$ cat src/rtl/adder_seq_pkg.sv
// Shared types and constants for the nibble-serial adder sequencer.
package adder_seq_pkg;

  localparam int NIBBLE_W = 4;

  typedef enum logic [1:0] {
    IDLE = 2'd0,
    RUN  = 2'd1,
    DONE = 2'd2
  } state_t;

  // Index counter width for n nibbles; never narrower than one bit.
  function automatic int idx_width(input int n);
    return (n > 1) ? $clog2(n) : 1;
  endfunction

endpackage

$ cat src/rtl/adder_sequencer_if.sv
// Requester-side bundle of the adder sequencer.
// Optional subtract port is present only when ADDER_SEQ_SUB_EN is defined.
//
// Handshake: the requester raises start; it is accepted on the first rising
// edge where ready=1, capturing a/b/c_in (and sub). start is ignored while
// ready=0. done pulses for exactly one cycle when sum/c_out/overflow are
// final; they then hold until the next accepted start.
interface adder_sequencer_if #(
  parameter int WIDTH = 16
) ();

  logic             start;
  logic             ready;
  logic [WIDTH-1:0] a;
  logic [WIDTH-1:0] b;
  logic             c_in;
`ifdef ADDER_SEQ_SUB_EN
  logic             sub;
`endif
  logic [WIDTH-1:0] sum;
  logic             c_out;
  logic             overflow;
  logic             busy;
  logic             done;

  modport master (
    output start, a, b, c_in,
`ifdef ADDER_SEQ_SUB_EN
    output sub,
`endif
    input  ready, sum, c_out, overflow, busy, done
  );

  modport slave (
    input  start, a, b, c_in,
`ifdef ADDER_SEQ_SUB_EN
    input  sub,
`endif
    output ready, sum, c_out, overflow, busy, done
  );

endinterface

$ cat src/rtl/adder_sequencer_nibble_adder.sv
// Combinational 4-bit adder slice; also exposes the carry into its MSB so the
// sequencer can derive signed overflow on the top nibble.
module nibble_adder
  import adder_seq_pkg::*;
(
  input  logic [NIBBLE_W-1:0] a,
  input  logic [NIBBLE_W-1:0] b,
  input  logic                cin,
  output logic [NIBBLE_W-1:0] sum,
  output logic                cout,
  output logic                c3
);

  logic [NIBBLE_W-1:0] low;
  logic [1:0]          high;

  // Low three bits first; their carry-out is the carry into bit 3.
  assign low  = {1'b0, a[NIBBLE_W-2:0]} + {1'b0, b[NIBBLE_W-2:0]}
              + {{(NIBBLE_W-1){1'b0}}, cin};
  assign c3   = low[NIBBLE_W-1];
  assign high = {1'b0, a[NIBBLE_W-1]} + {1'b0, b[NIBBLE_W-1]} + {1'b0, c3};
  assign sum  = {high[0], low[NIBBLE_W-2:0]};
  assign cout = high[1];

endmodule

$ cat src/rtl/adder_sequencer.sv
// WIDTH-bit adder built by sequencing one nibble_adder over WIDTH/4 cycles.
// Define ADDER_SEQ_SUB_EN to add the sub port (a - b via inverted b, carry 1).
module adder_sequencer
  import adder_seq_pkg::*;
#(
  parameter int WIDTH = 16
) (
  input  logic                     clk,
  input  logic                     rst_n,
  adder_sequencer_if.slave         bus,
  output state_t                   dbg_state
);

  localparam int N     = WIDTH / NIBBLE_W;
  localparam int IDX_W = idx_width(N);
  localparam logic [IDX_W-1:0] LAST_IDX = IDX_W'(N - 1);

  if (WIDTH < NIBBLE_W || (WIDTH % NIBBLE_W) != 0) begin : g_width_check
    $error("adder_sequencer: WIDTH must be a positive multiple of 4");
  end

  state_t           state_q;
  state_t           state_d;
  logic [WIDTH-1:0] a_q;
  logic [WIDTH-1:0] b_q;
  logic [WIDTH-1:0] sum_q;
  logic [IDX_W-1:0] idx_q;
  logic             carry_q;
  logic             c_out_q;
  logic             ovf_q;

  logic             accept;
  logic             last_nibble;
  logic [WIDTH-1:0] b_load;
  logic             carry_load;
  logic [WIDTH-1:0] a_sh;
  logic [WIDTH-1:0] b_sh;
  logic [NIBBLE_W-1:0] slice_sum;
  logic             slice_cout;
  logic             slice_c3;

`ifdef ADDER_SEQ_SUB_EN
  // Subtraction is a + ~b + 1; the caller's c_in is irrelevant then.
  assign b_load     = bus.sub ? ~bus.b : bus.b;
  assign carry_load = bus.sub ? 1'b1   : bus.c_in;
`else
  assign b_load     = bus.b;
  assign carry_load = bus.c_in;
`endif

  assign accept      = (state_q == IDLE) && bus.start;
  assign last_nibble = (state_q == RUN) && (idx_q == LAST_IDX);

  // Bring the current nibble down to bit 0 for the single shared slice.
  assign a_sh = a_q >> (idx_q * NIBBLE_W);
  assign b_sh = b_q >> (idx_q * NIBBLE_W);

  nibble_adder u_slice (
    .a    (a_sh[NIBBLE_W-1:0]),
    .b    (b_sh[NIBBLE_W-1:0]),
    .cin  (carry_q),
    .sum  (slice_sum),
    .cout (slice_cout),
    .c3   (slice_c3)
  );

  always_ff @(posedge clk or negedge rst_n) begin
    if (!rst_n) begin
      state_q <= IDLE;
    end else begin
      state_q <= state_d;
    end
  end

  always_comb begin
    state_d = state_q;
    case (state_q)
      IDLE:    if (bus.start) state_d = RUN;
      RUN:     if (idx_q == LAST_IDX) state_d = DONE;
      DONE:    state_d = IDLE;
      default: state_d = IDLE;
    endcase
  end

  always_ff @(posedge clk or negedge rst_n) begin
    if (!rst_n) begin
      a_q     <= '0;
      b_q     <= '0;
      sum_q   <= '0;
      idx_q   <= '0;
      carry_q <= 1'b0;
      c_out_q <= 1'b0;
      ovf_q   <= 1'b0;
    end else if (accept) begin
      a_q     <= bus.a;
      b_q     <= b_load;
      carry_q <= carry_load;
      idx_q   <= '0;
      sum_q   <= '0;
      c_out_q <= 1'b0;
      ovf_q   <= 1'b0;
    end else if (state_q == RUN) begin
      for (int i = 0; i < N; i++) begin
        if (idx_q == IDX_W'(i)) sum_q[i*NIBBLE_W +: NIBBLE_W] <= slice_sum;
      end
      carry_q <= slice_cout;
      if (last_nibble) begin
        c_out_q <= slice_cout;
        ovf_q   <= slice_c3 ^ slice_cout;
      end else begin
        idx_q <= idx_q + 1'b1;
      end
    end
  end

  assign bus.ready    = (state_q == IDLE);
  assign bus.busy     = (state_q == RUN);
  assign bus.done     = (state_q == DONE);
  assign bus.sum      = sum_q;
  assign bus.c_out    = c_out_q;
  assign bus.overflow = ovf_q;
  assign dbg_state    = state_q;

endmodule

$ cat src/flat_wrapper.sv
// flat-port wrapper written by rule: the top's interface ports become plain ports
module adder_sequencer_flat import adder_seq_pkg::*;
#(
  parameter int WIDTH = 16
)
  (clk, rst_n, dbg_state, bus_start, bus_a, bus_b, bus_c_in, bus_ready, bus_sum, bus_c_out, bus_overflow, bus_busy, bus_done);
  adder_sequencer_if #(.WIDTH(WIDTH)) bus_i ();
  input  logic clk;
  input  logic rst_n;
  output state_t dbg_state;
  input wire logic [$bits(bus_i.start)-1:0] bus_start;
  input wire logic [$bits(bus_i.a)-1:0] bus_a;
  input wire logic [$bits(bus_i.b)-1:0] bus_b;
  input wire logic [$bits(bus_i.c_in)-1:0] bus_c_in;
  output wire logic [$bits(bus_i.ready)-1:0] bus_ready;
  output wire logic [$bits(bus_i.sum)-1:0] bus_sum;
  output wire logic [$bits(bus_i.c_out)-1:0] bus_c_out;
  output wire logic [$bits(bus_i.overflow)-1:0] bus_overflow;
  output wire logic [$bits(bus_i.busy)-1:0] bus_busy;
  output wire logic [$bits(bus_i.done)-1:0] bus_done;
  assign bus_i.start = bus_start;
  assign bus_i.a = bus_a;
  assign bus_i.b = bus_b;
  assign bus_i.c_in = bus_c_in;
  assign bus_ready = bus_i.ready;
  assign bus_sum = bus_i.sum;
  assign bus_c_out = bus_i.c_out;
  assign bus_overflow = bus_i.overflow;
  assign bus_busy = bus_i.busy;
  assign bus_done = bus_i.done;
  adder_sequencer #(.WIDTH(WIDTH)) u_core (.clk(clk), .rst_n(rst_n), .bus(bus_i), .dbg_state(dbg_state));
endmodule
$ cat config.mk
export PLATFORM = sky130hd
export DESIGN_NAME = adder_sequencer_flat
export DESIGN_NICKNAME = d
export VERILOG_FILES = /design/src/rtl/adder_seq_pkg.sv /design/src/rtl/adder_sequencer_if.sv /design/src/rtl/adder_sequencer_nibble_adder.sv /design/src/rtl/adder_sequencer.sv /design/src/flat_wrapper.sv
export SDC_FILE = /design/constraint.sdc
export NUM_CORES = 1
export LEC_CHECK = 0
export ABC_AREA = 0
export CAP_MARGIN = 25
export CORE_ASPECT_RATIO = 0.75
export CORE_MARGIN = 3
export CORE_UTILIZATION = 55
export DETAILED_ROUTE_END_ITERATION = 6
export DONT_BUFFER_PORTS = 1
export GPL_ROUTABILITY_DRIVEN = 0
export GPL_TIMING_DRIVEN = 0
export PLACE_DENSITY = 0.72
export SLEW_MARGIN = 25
export SYNTH_ARGS = -nofsm -noshare
export SYNTH_HDL_FRONTEND = slang
export SYNTH_HIERARCHICAL = 1
export SYNTH_SLANG_ARGS = --single-unit
$ cat constraint.sdc
create_clock -name clk -period 2.9 [get_ports clk]
set_input_delay 0.58 -clock clk [delete_from_list [all_inputs] [get_ports clk]]
set_output_delay 0.58 -clock clk [all_outputs]
set_load 0.05 [all_outputs]
==> results by group, run 1 <==
Outcome
  • Outcome: finished, final reports clean

Cells and area
  • Nets: around 260
  • Most common cell after layout, fill and taps aside: dfrtp_1
  • Layout area overhead: 8.02%
  • Layout Cells excl Fill: ~270
  • Commonest non-fill, non-tap cells in the layout: dfrtp_1 (55), mux2_2 (26), nand2_1 (22)
  • Layout cells sized above 1: 0.264
  • Diode count: 0

CTS
  • CTS tree: yes
  • Clock transition at the registers of the reported paths: around 100 ps
  • Max H-tree Level: 2
  • Sink Count: 55
  • Clk_lat worst skew: roughly 300 ps
  • Longest Clk Path Bufs: 2
  • TritonCTS buffer count: 5
  • CTS Root Cell: clkbuf_8

Global route
  • Busiest layer in global routing: met2
  • First-pass GRT wire length: about 8.6 mm
  • Met1 Usage GRT: 0.276
  • Initial antenna violation count: 0
  • Met3 GRT Util: 0.0739
  • Vias in the first global route: 1702
  • GRT overflow: 0
  • GRT Total Usage: 0.202
  • Largest net degree at the start of global routing: 56
  • Met2 Usage GRT: 0.309

Timing
  • Final Max Tran Viols: 0
  • Final worst-path cycle share: 0.948
  • Final Hold Fails: 0
  • RSZ-0062 raised after global routing: false
  • Worst clock skew: ~2.9 ps
  • Worst slew pin tran: 941 ps
  • Post-layout min period: between 2000 and 3000 ps
  • Final setup viols: 0
  • Hold slack: roughly 120 ps
  • Relative slew slack: 0.371
  • Final total negative setup slack: 0 ps
  • Highest clock rate: 364 MHz

Logic synthesis
  • Sequential share of the synthesized area: 0.531
  • Post-synthesis xor/xnor area fraction: 0.0101
  • Yosys warnings: 6
  • Synth Area in Compound Gates: 0.0483
  • Syn avg cell area: approximately 13 µm²
  • Asr flop ratio synth: 1.00
  • Cells after Synth: between 200 and 250
  • Post-Synth Adder-Cell Area: 0.0522
  • Largest family of logic cells by synthesized area: multiplexers
  • Area share of and/or/nand/nor cells after synthesis: 0.0942
  • Number of flops mapped to enable cells by yosys: 0
  • Post-Syn Area: approximately 2600 µm²
  • #FFs+latches synth: 55
  • Synth cell types: 28
  • Post-synthesis mux area share: 0.209
  • Synthesized Nets: about 250
  • Prevailing post-synth register cell: dfrtp_1

Floorplanning
  • Die width: about 85 µm
  • Die Span Y: 65.4 µm
  • Site Rows: 20
  • Core area: 4280 µm²
  • Die Area: between 5000 and 6000 µm²
  • IO Count: 59
  • Initial Utilization: 0.605

Route
  • Final wirelength: 5.07 mm
  • Routed length per instance: ~19 µm
  • Drt drc: 0
  • Via density: just under 6
  • Detailed Route Iter0 Violations: 63
  • Via total after detailed routing: around 1600
  • Post-route ant nets: 0
  • DR pass1 iterations: 4

Placement
  • Placed instance count: roughly 260
  • Port-buffer cells: 0
  • HPWL Detailed: between 3 and 4 mm

Worst hold path
  • Hold Crit Class: primary input to async pin

Setup path
  • Worst-path fanout max: 10
  • Required @ worst endpoint: ~3100 ps
  • Setup crit end kind: flip-flop
  • WS Path Type: flip-flop to flip-flop
  • CP Data Arrival Time: between 2000 and 3000 ps
  • CP startpoint kind: flip-flop

Run
  • Max-cap violations: 0
registers in the layout, summed over array words and instances (netlist names):
signal and count:
u_core/bus.c_out 1, u_core/bus.sum 16, u_core/idx_q 2, u_core/b_q 16
u_core/dbg_state 2, u_core/bus.overflow 1, u_core/carry_q 1, u_core/a_q 16
kinds of logic (layout without fill, tap and decap cells):
logic type / Yosys count / count (layout)
simple gates: 48 / 48
mux: 40 / 40
fa+ha+maj: 9 / 9
flops: 55 / 55
compound gates: 22 / 22
buf+inv: 25 / 35
xor+xnor: 3 / 3
synthesized netlist by cell type, drive strengths merged (2+ instances only):
| master | count | share of area |
|---|---|---|
| ha | 6 | 0.029 |
| nor3b | 3 | 0.013 |
| nand3b | 5 | 0.014 |
| fa | 3 | 0.023 |
| mux2 | 32 | 0.14 |
| nand2 | 22 | 0.032 |
| nor2 | 3 | 0.0043 |
| mux4 | 8 | 0.070 |
| xnor2 | 2 | 0.0068 |
| inv | 13 | 0.019 |
| buf | 9 | 0.031 |
| a21oi | 17 | 0.033 |
| nand3 | 12 | 0.023 |
| a22o | 2 | 0.0068 |
| nor2b | 2 | 0.0048 |
| clkbuf | 2 | 0.0034 |
| dfrtp | 55 | 0.53 |
routing by layer:
layer / wire length, µm / vias up
li1: - / 717
met1: 2220 / 808
met2: 2330 / 58
met3: 474 / 5
met4: 44 / 0
met5: 0 / -
worst max-delay path, stage by stage, from the launching register on:
cell     delay, ps
dfrtp_1        420
buf_8          190
mux4_2         540
ha_1           360
a21oi_1        190
and2_1         160
fa_1           410
inv_1          160
nand3_1        110
a21oi_1        140
repair_timing:
action | CTS | global route
gates cloned | 0 | 0
resized for setup | 2 | 2
pin swaps | 0 | 0
hold buffers | 1 | 0
endpoints found under the hold margin | 55 | 0
setup buffers | 0 | 1
endpoints found under the setup margin | 5 | 4
area by class of cell:
| cell class | count | area (µm²) |
|---|---|---|
| Timing Repair Buffer | 2 | 35.0 |
| Multi-Input combinational cell | 122 | 1070 |
| Tap cell | 55 | 68.8 |
| Clock buffer | 5 | 68.8 |
| Sequential cell | 55 | 1380 |
| Buffer | 11 | 101 |
| Inverter | 14 | 52.6 |
| Clock inverter | 3 | 23.8 |
| Fill cell | 309 | 1480 |
per-stage QoR:
step	worst slack, ps	utilization	area (µm²)
after floorplan	351	-	2590
after detailed placement	-59.2	0.621	2660
final	150	0.654	2800
after global placement	18.1	0.621	2660
after global routing	3.92	0.654	2800
after CTS	109	0.650	2780
final timing paths:
check | start | end | slack (ps) | cells after the start
setup / recovery | u_core/idx_q[0]$_DFFE_PN0P_ | u_core/bus.sum[3]$_DFFE_PN0P_ | 150 | 9
setup reg to reg | u_core/idx_q[0]$_DFFE_PN0P_ | u_core/bus.sum[3]$_DFFE_PN0P_ | 150 | 9
min in group clk | bus_a[12] | u_core/a_q[12]$_DFFE_PN0P_ | 400 | 1
max in group asynchronous | rst_n | u_core/a_q[6]$_DFFE_PN0P_ | 2550 | 1
hold reg to reg | u_core/b_q[13]$_DFFE_PN0P_ | u_core/b_q[13]$_DFFE_PN0P_ | 500 | 1
hold / removal | rst_n | u_core/b_q[4]$_DFFE_PN0P_ | 120 | 1
Power of run 1 is left out: the tool's default activity adds up to more than one toggle a clock period on the data nets, which glitch-free logic cannot reach.
==> run 2: changes to the inputs <==
--- a/config.mk
+++ b/config.mk
@@ -14,7 +14,7 @@
 export DONT_BUFFER_PORTS = 1
 export GPL_ROUTABILITY_DRIVEN = 0
 export GPL_TIMING_DRIVEN = 0
-export PLACE_DENSITY = 0.72
+export PLACE_DENSITY = 0.7
 export SLEW_MARGIN = 25
 export SYNTH_ARGS = -nofsm -noshare
 export SYNTH_HDL_FRONTEND = slang
==> run 2 against run 1 <==
Effect of this change: wire length increased by 2.7%; non-clock buffer count decreased by 1; flip-flop and latch count unchanged; global-route usage increased by 0.11 points; critical path type unchanged; largest cell class unchanged.
==> results by group, run 2 (synthesis gave the netlist of run 1 again) <==
Floorplanning
  • Die Area: approximately 5600 µm²
  • Core area: roughly 4300 µm²
  • Die width: 85.2 µm
  • Die Span Y: about 65 µm
  • Initial Utilization: 0.605
  • Site Rows: 20
  • IO Count: between 50 and 60

Route
  • DR pass1 iterations: 4
  • Detailed Route Iter0 Violations: 82
  • Drt drc: 0
  • Routed length per instance: roughly 20 µm
  • Via density: 5.95
  • Via total after detailed routing: around 1600
  • Final wirelength: ~5.2 mm
  • Post-route ant nets: 0

Setup path
  • Critical-path top delay cell: mux4_2
  • Required @ worst endpoint: between 3000 and 4000 ps
  • Worst path buffer plus inverter count: 2
  • Worst stage delay on the critical path: between 500 and 600 ps
  • Worst-path cell chain: buf_6, mux4_2, ha_1, a21oi_1, and2_1, fa_1, inv_2, nand3_1, a21oi_1
  • Setup crit end kind: flip-flop
  • WS Path Type: flip-flop to flip-flop
  • CP startpoint kind: flip-flop
  • Crit path top cell by count: a21oi_1
  • Top delay family on crit path: adder cells
  • Worst-path fanout max: 10
  • CP Data Arrival Time: approximately 3000 ps

Cells and area
  • Most common cell after layout, fill and taps aside: dfrtp_1
  • Diode count: 0
  • Final core occ: 0.654
  • Layout cells sized above 1: 0.265
  • Layout area overhead: 8.02%
  • Commonest non-fill, non-tap cells in the layout: dfrtp_1 (55), mux2_2 (26), nand2_1 (22)
  • Nets: 255

Timing
  • Final total negative setup slack: 0 ps
  • Highest clock rate: about 370 MHz
  • Post-layout min period: between 2000 and 3000 ps
  • Final Max Tran Viols: 0
  • Worst slew pin tran: approximately 900 ps
  • Final Hold Fails: 0
  • Final worst-path cycle share: 0.939
  • Relative slew slack: 0.381
  • RSZ-0062 raised after global routing: false
  • Worst clock skew: 7.67 ps
  • Final setup viols: 0
  • Hold slack: between 100 and 150 ps

Global route
  • First-pass GRT wire length: around 8.6 mm
  • Largest net degree at the start of global routing: 56
  • Initial antenna violation count: 0
  • GRT overflow: 0
  • GRT Total Usage: 0.203
  • Vias in the first global route: about 1700

CTS
  • Max H-tree Level: 2
  • CTS Root Cell: clkbuf_8
  • CTS tree: yes
  • Sink Count: 55
  • Clk_lat worst skew: approximately 300 ps
  • Clock transition at the registers of the reported paths: 90 ps
  • Post-CTS setup buffers: 0
  • Longest Clk Path Bufs: 2
  • TritonCTS buffer count: 5

Run
  • Max-cap violations: 0

Outcome
  • Outcome: finished, final reports clean

Worst hold path
  • Hold Crit Class: primary input to async pin

Placement
  • Port-buffer cells: 0
  • HPWL Detailed: just under 4 mm
==> run 2: final timing paths <==
path                            depth (start not counted)                             to                         from  slack, ps
worst max register to register                          9  u_core/bus.sum[3]$_DFFE_PN0P_  u_core/idx_q[0]$_DFFE_PN0P_        180
worst min-delay path                                    1   u_core/bus.c_out$_DFFE_PN0P_                        rst_n        120
worst max-delay path                                    9  u_core/bus.sum[3]$_DFFE_PN0P_  u_core/idx_q[0]$_DFFE_PN0P_        180
min in group clk                                        1      u_core/b_q[3]$_DFFE_PN0P_                     bus_b[3]        410
max in group asynchronous                               1      u_core/b_q[9]$_DFFE_PN0P_                        rst_n       2540
worst min register to register                          1      u_core/b_q[3]$_DFFE_PN0P_    u_core/b_q[3]$_DFFE_PN0P_        500
==> run 2: metrics by stage <==
step / instance area [µm²] / cells / setup slack [ps]
after floorplan: 2590 / 202 / 351
after global placement: 2660 / 257 / 6.28
after detailed placement: 2660 / 257 / -79.0
after CTS: 2790 / 266 / 74.2
after global routing: 2800 / 266 / 48.3
final: 2800 / 266 / 178
==> run 2: area by class of cell <==
| type | instances | area, µm² |
|---|---|---|
| buffer | 11 | 97.6 |
| fill | 303 | 1480 |
| multi-input combinational | 122 | 1070 |
| clock buffer | 7 | 96.3 |
| sequential | 55 | 1380 |
| timing repair buffer | 1 | 27.5 |
| tap | 55 | 68.8 |
| clock inverter | 1 | 7.51 |
| inverter | 14 | 52.6 |
==> run 2: routing by layer <==
metal  share of wire  vias to the layer above  global-route usage
met1            0.43                      802               0.275
met2            0.47                       64               0.315
met5               0                        -                   0
met3           0.092                        4              0.0739
li1                -                      712                   -
met4          0.0044                        0              0.0474
==> run 2: what timing repair did <==
item | 4_1_cts | 5_1_grt
hold endpoints to repair | 55 | 0
gates resized for setup | 2 | 2
hold buffers | 1 | 0
endpoints found under the setup margin | 7 | 4
Power of run 2 is left out for the same reason.
==> run 3: changes to the inputs <==
--- a/config.mk
+++ b/config.mk
@@ -10,6 +10,7 @@
 export CORE_ASPECT_RATIO = 0.75
 export CORE_MARGIN = 3
 export CORE_UTILIZATION = 55
+export CTS_BUF_LIST = sky130_fd_sc_hd__clkbuf_8 sky130_fd_sc_hd__clkbuf_16
 export DETAILED_ROUTE_END_ITERATION = 6
 export DONT_BUFFER_PORTS = 1
 export GPL_ROUTABILITY_DRIVEN = 0
@@ -18,5 +19,4 @@
 export SLEW_MARGIN = 25
 export SYNTH_ARGS = -nofsm -noshare
 export SYNTH_HDL_FRONTEND = slang
-export SYNTH_HIERARCHICAL = 1
 export SYNTH_SLANG_ARGS = --single-unit
==> run 3 against run 2 <==
Effect of this change: flip-flop and latch count did not move; clock-buffer cell count decreased by 2; sequential share of layout area decreased by 1.9 points; non-clock buffer count did not move; register-to-register slack about the same; critical endpoint is now u_core.bus.sum[11]$_DFFE_PN0P_; highest routed layer unchanged.
==> results by group, run 3 <==
Outcome
  • Outcome: finished, final reports clean

Floorplanning
  • Die width: 87.0 µm
  • Core area: around 4600 µm²
  • Site Rows: 21
  • Die Area: ~5800 µm²
  • IO Count: 59
  • Die Span Y: 66.8 µm
  • Initial Utilization: 0.589

Timing
  • Final total negative setup slack: 0 ps
  • Post-layout min period: between 2000 and 3000 ps
  • Worst clock skew: approximately 12 ps
  • Final worst-path cycle share: 0.935
  • Final Max Tran Viols: 0
  • Final Hold Fails: 0
  • Relative slew slack: 0.382
  • Worst slew pin tran: 925 ps
  • Final setup viols: 0
  • Highest clock rate: about 370 MHz
  • RSZ-0062 raised after global routing: false

Run
  • Max-cap violations: 0

Logic synthesis
  • Number of flops mapped to enable cells by yosys: 0
  • Syn avg cell area: roughly 14 µm²
  • Synth top cells by count: dfrtp_1 (55), mux2_4 (27), a21oi_1 (14), nand2_1 (14), nand3_1 (14)
  • Area contributors post-synth: dfrtp_1 (51%), mux2_4 (15%), mux4_2 (6.7%)
  • Count leader, synth: dfrtp_1
  • Sequential share of the synthesized area: 0.508
  • Dominant cell type by area after synthesis: dfrtp_1
  • Synthesized Nets: about 240
  • Post-Syn Area: between 2000 and 3000 µm²
  • Yosys warnings: 0
  • Area fraction of the dominant cell type after synthesis: 0.508
  • Prevailing post-synth register cell: dfrtp_1
  • Asr flop ratio synth: 1.00
  • #FFs+latches synth: 55
  • Synth cell types: 26
  • Cells after Synth: approximately 190

Route
  • Routed length per instance: ~20 µm
  • Detailed Route Iter0 Violations: 64
  • Post-route ant nets: 0
  • Via total after detailed routing: roughly 1500
  • Drt drc: 0
  • Final wirelength: 5.29 mm
  • Via density: 5.98
  • DR pass1 iterations: 4

Global route
  • Vias in the first global route: approximately 1700
  • Largest net degree at the start of global routing: 56
  • First-pass GRT wire length: 8.55 mm
  • Initial antenna violation count: 0
  • GRT overflow: 0
  • GRT Total Usage: 0.196

Setup path
  • CP Data Arrival Time: roughly 3000 ps
  • CP startpoint kind: flip-flop
  • Critical-path top delay cell: fa_2
  • Setup crit end kind: flip-flop
  • R2r worst-path depth: 8
  • Worst-path cell chain: buf_6, mux4_2, ha_1, a21oi_1, nand2_1, fa_2, nand3_1, a21oi_1
  • Top delay family on crit path: adder cells
  • WS Path Type: flip-flop to flip-flop
  • Worst stage delay on the critical path: 600 ps
  • CP Depth: 8
  • Worst path buffer plus inverter count: 1
  • Worst-path fanout max: 10
  • Crit path top cell by count: a21oi_1
  • Required @ worst endpoint: around 3100 ps

CTS
  • Clk_lat worst skew: approximately 310 ps
  • Max H-tree Level: 2
  • Longest Clk Path Bufs: 2
  • CTS Root Cell: clkbuf_8
  • TritonCTS buffer count: 5
  • Sink Count: 55
  • Clock transition at the registers of the reported paths: approximately 100 ps
  • CTS tree: yes

Cells and area
  • Most common cell after layout, fill and taps aside: dfrtp_1
  • Commonest non-fill, non-tap cells in the layout: dfrtp_1 (55), mux2_4 (27), nand3_1 (14), a21oi_1 (14), nand2_1 (14)
  • Layout area overhead: 7.34%
  • Nets: around 250
  • Layout cells sized above 1: 0.308
  • Diode count: 0
  • Final core occ: 0.632

Worst hold path
  • Hold Crit Class: primary input to async pin

Placement
  • HPWL Detailed: between 3 and 4 mm
  • Port-buffer cells: 0
-- run 3: cell count changes in the layout (fill, tap and decap cells not counted), sizes merged, moves of 2 or more --
| cell | change |
|---|---|
| a21oi | -3 |
| a22o | -2 |
| clkbuf | -3 |
| inv | -4 |
| mux2i | +5 |
| nand2 | -8 |
| nand3 | +2 |
| nor2 | +4 |
-- run 3: per-stage QoR --
| stage | instance area, µm² | instances | setup WS (ps) | hold slack [ps] |
|---|---|---|---|---|
| 2_1_floorplan | 2710 | 192 | 281 | 284 |
| 5_1_grt | 2910 | 258 | 32.0 | 122 |
| 3_3_place_gp | 2780 | 249 | 69.2 | 286 |
| 4_1_cts | 2900 | 258 | 74.3 | 127 |
| 3_5_place_dp | 2780 | 249 | 16.5 | 286 |
| 6_report | 2910 | 258 | 190 | 110 |
-- run 3: layout make-up --
type                    count  area (µm²)
fillers                   326        1690
clock inverters             3        20.0
clock buffers               5        68.8
repair buffers              1        27.5
flip-flops and latches     55        1380
well taps                  57        71.3
inverters                   7        26.3
plain buffers              11         136
multi-input cells         119        1180
-- run 3: logic make-up after synthesis --
family | count (synthesis) | synth area share
flops | 55 | 0.508
simple gates | 46 | 0.0878
mux | 45 | 0.255
buf+inv | 18 | 0.0568
compound gates | 17 | 0.0356
fa+ha+maj | 9 | 0.0499
xor+xnor | 2 | 0.00647
-- run 3: final timing paths --
check | to | slack, ps | start
setup / recovery | u_core.bus.sum[11]$_DFFE_PN0P_ | 190 | u_core.idx_q[0]$_DFFE_PN0P_
min in group clk | u_core.a_q[13]$_DFFE_PN0P_ | 410 | bus_a[13]
setup reg to reg | u_core.bus.sum[11]$_DFFE_PN0P_ | 190 | u_core.idx_q[0]$_DFFE_PN0P_
hold / removal | u_core.a_q[1]$_DFFE_PN0P_ | 110 | rst_n
max in group asynchronous | u_core.bus.sum[5]$_DFFE_PN0P_ | 2550 | rst_n
hold reg to reg | u_core.a_q[7]$_DFFE_PN0P_ | 510 | u_core.a_q[7]$_DFFE_PN0P_
-- run 3: metal layers --
metal | track usage | vias up | share of wire
met4 | 0.0428 | 0 | 0.0055
met3 | 0.0581 | 4 | 0.069
li1 | - | 688 | -
met2 | 0.302 | 62 | 0.47
met1 | 0.276 | 790 | 0.46
met5 | 0 | - | 0
-- run 3: what timing repair did --
action,in CTS,in global routing
hold endpoints to repair,55,0
setup endpoints to repair,1,5
pin swaps,0,0
resized for setup,1,4
setup buffers,0,0
hold buffers,1,0
Power of run 3 is left out for the same reason.
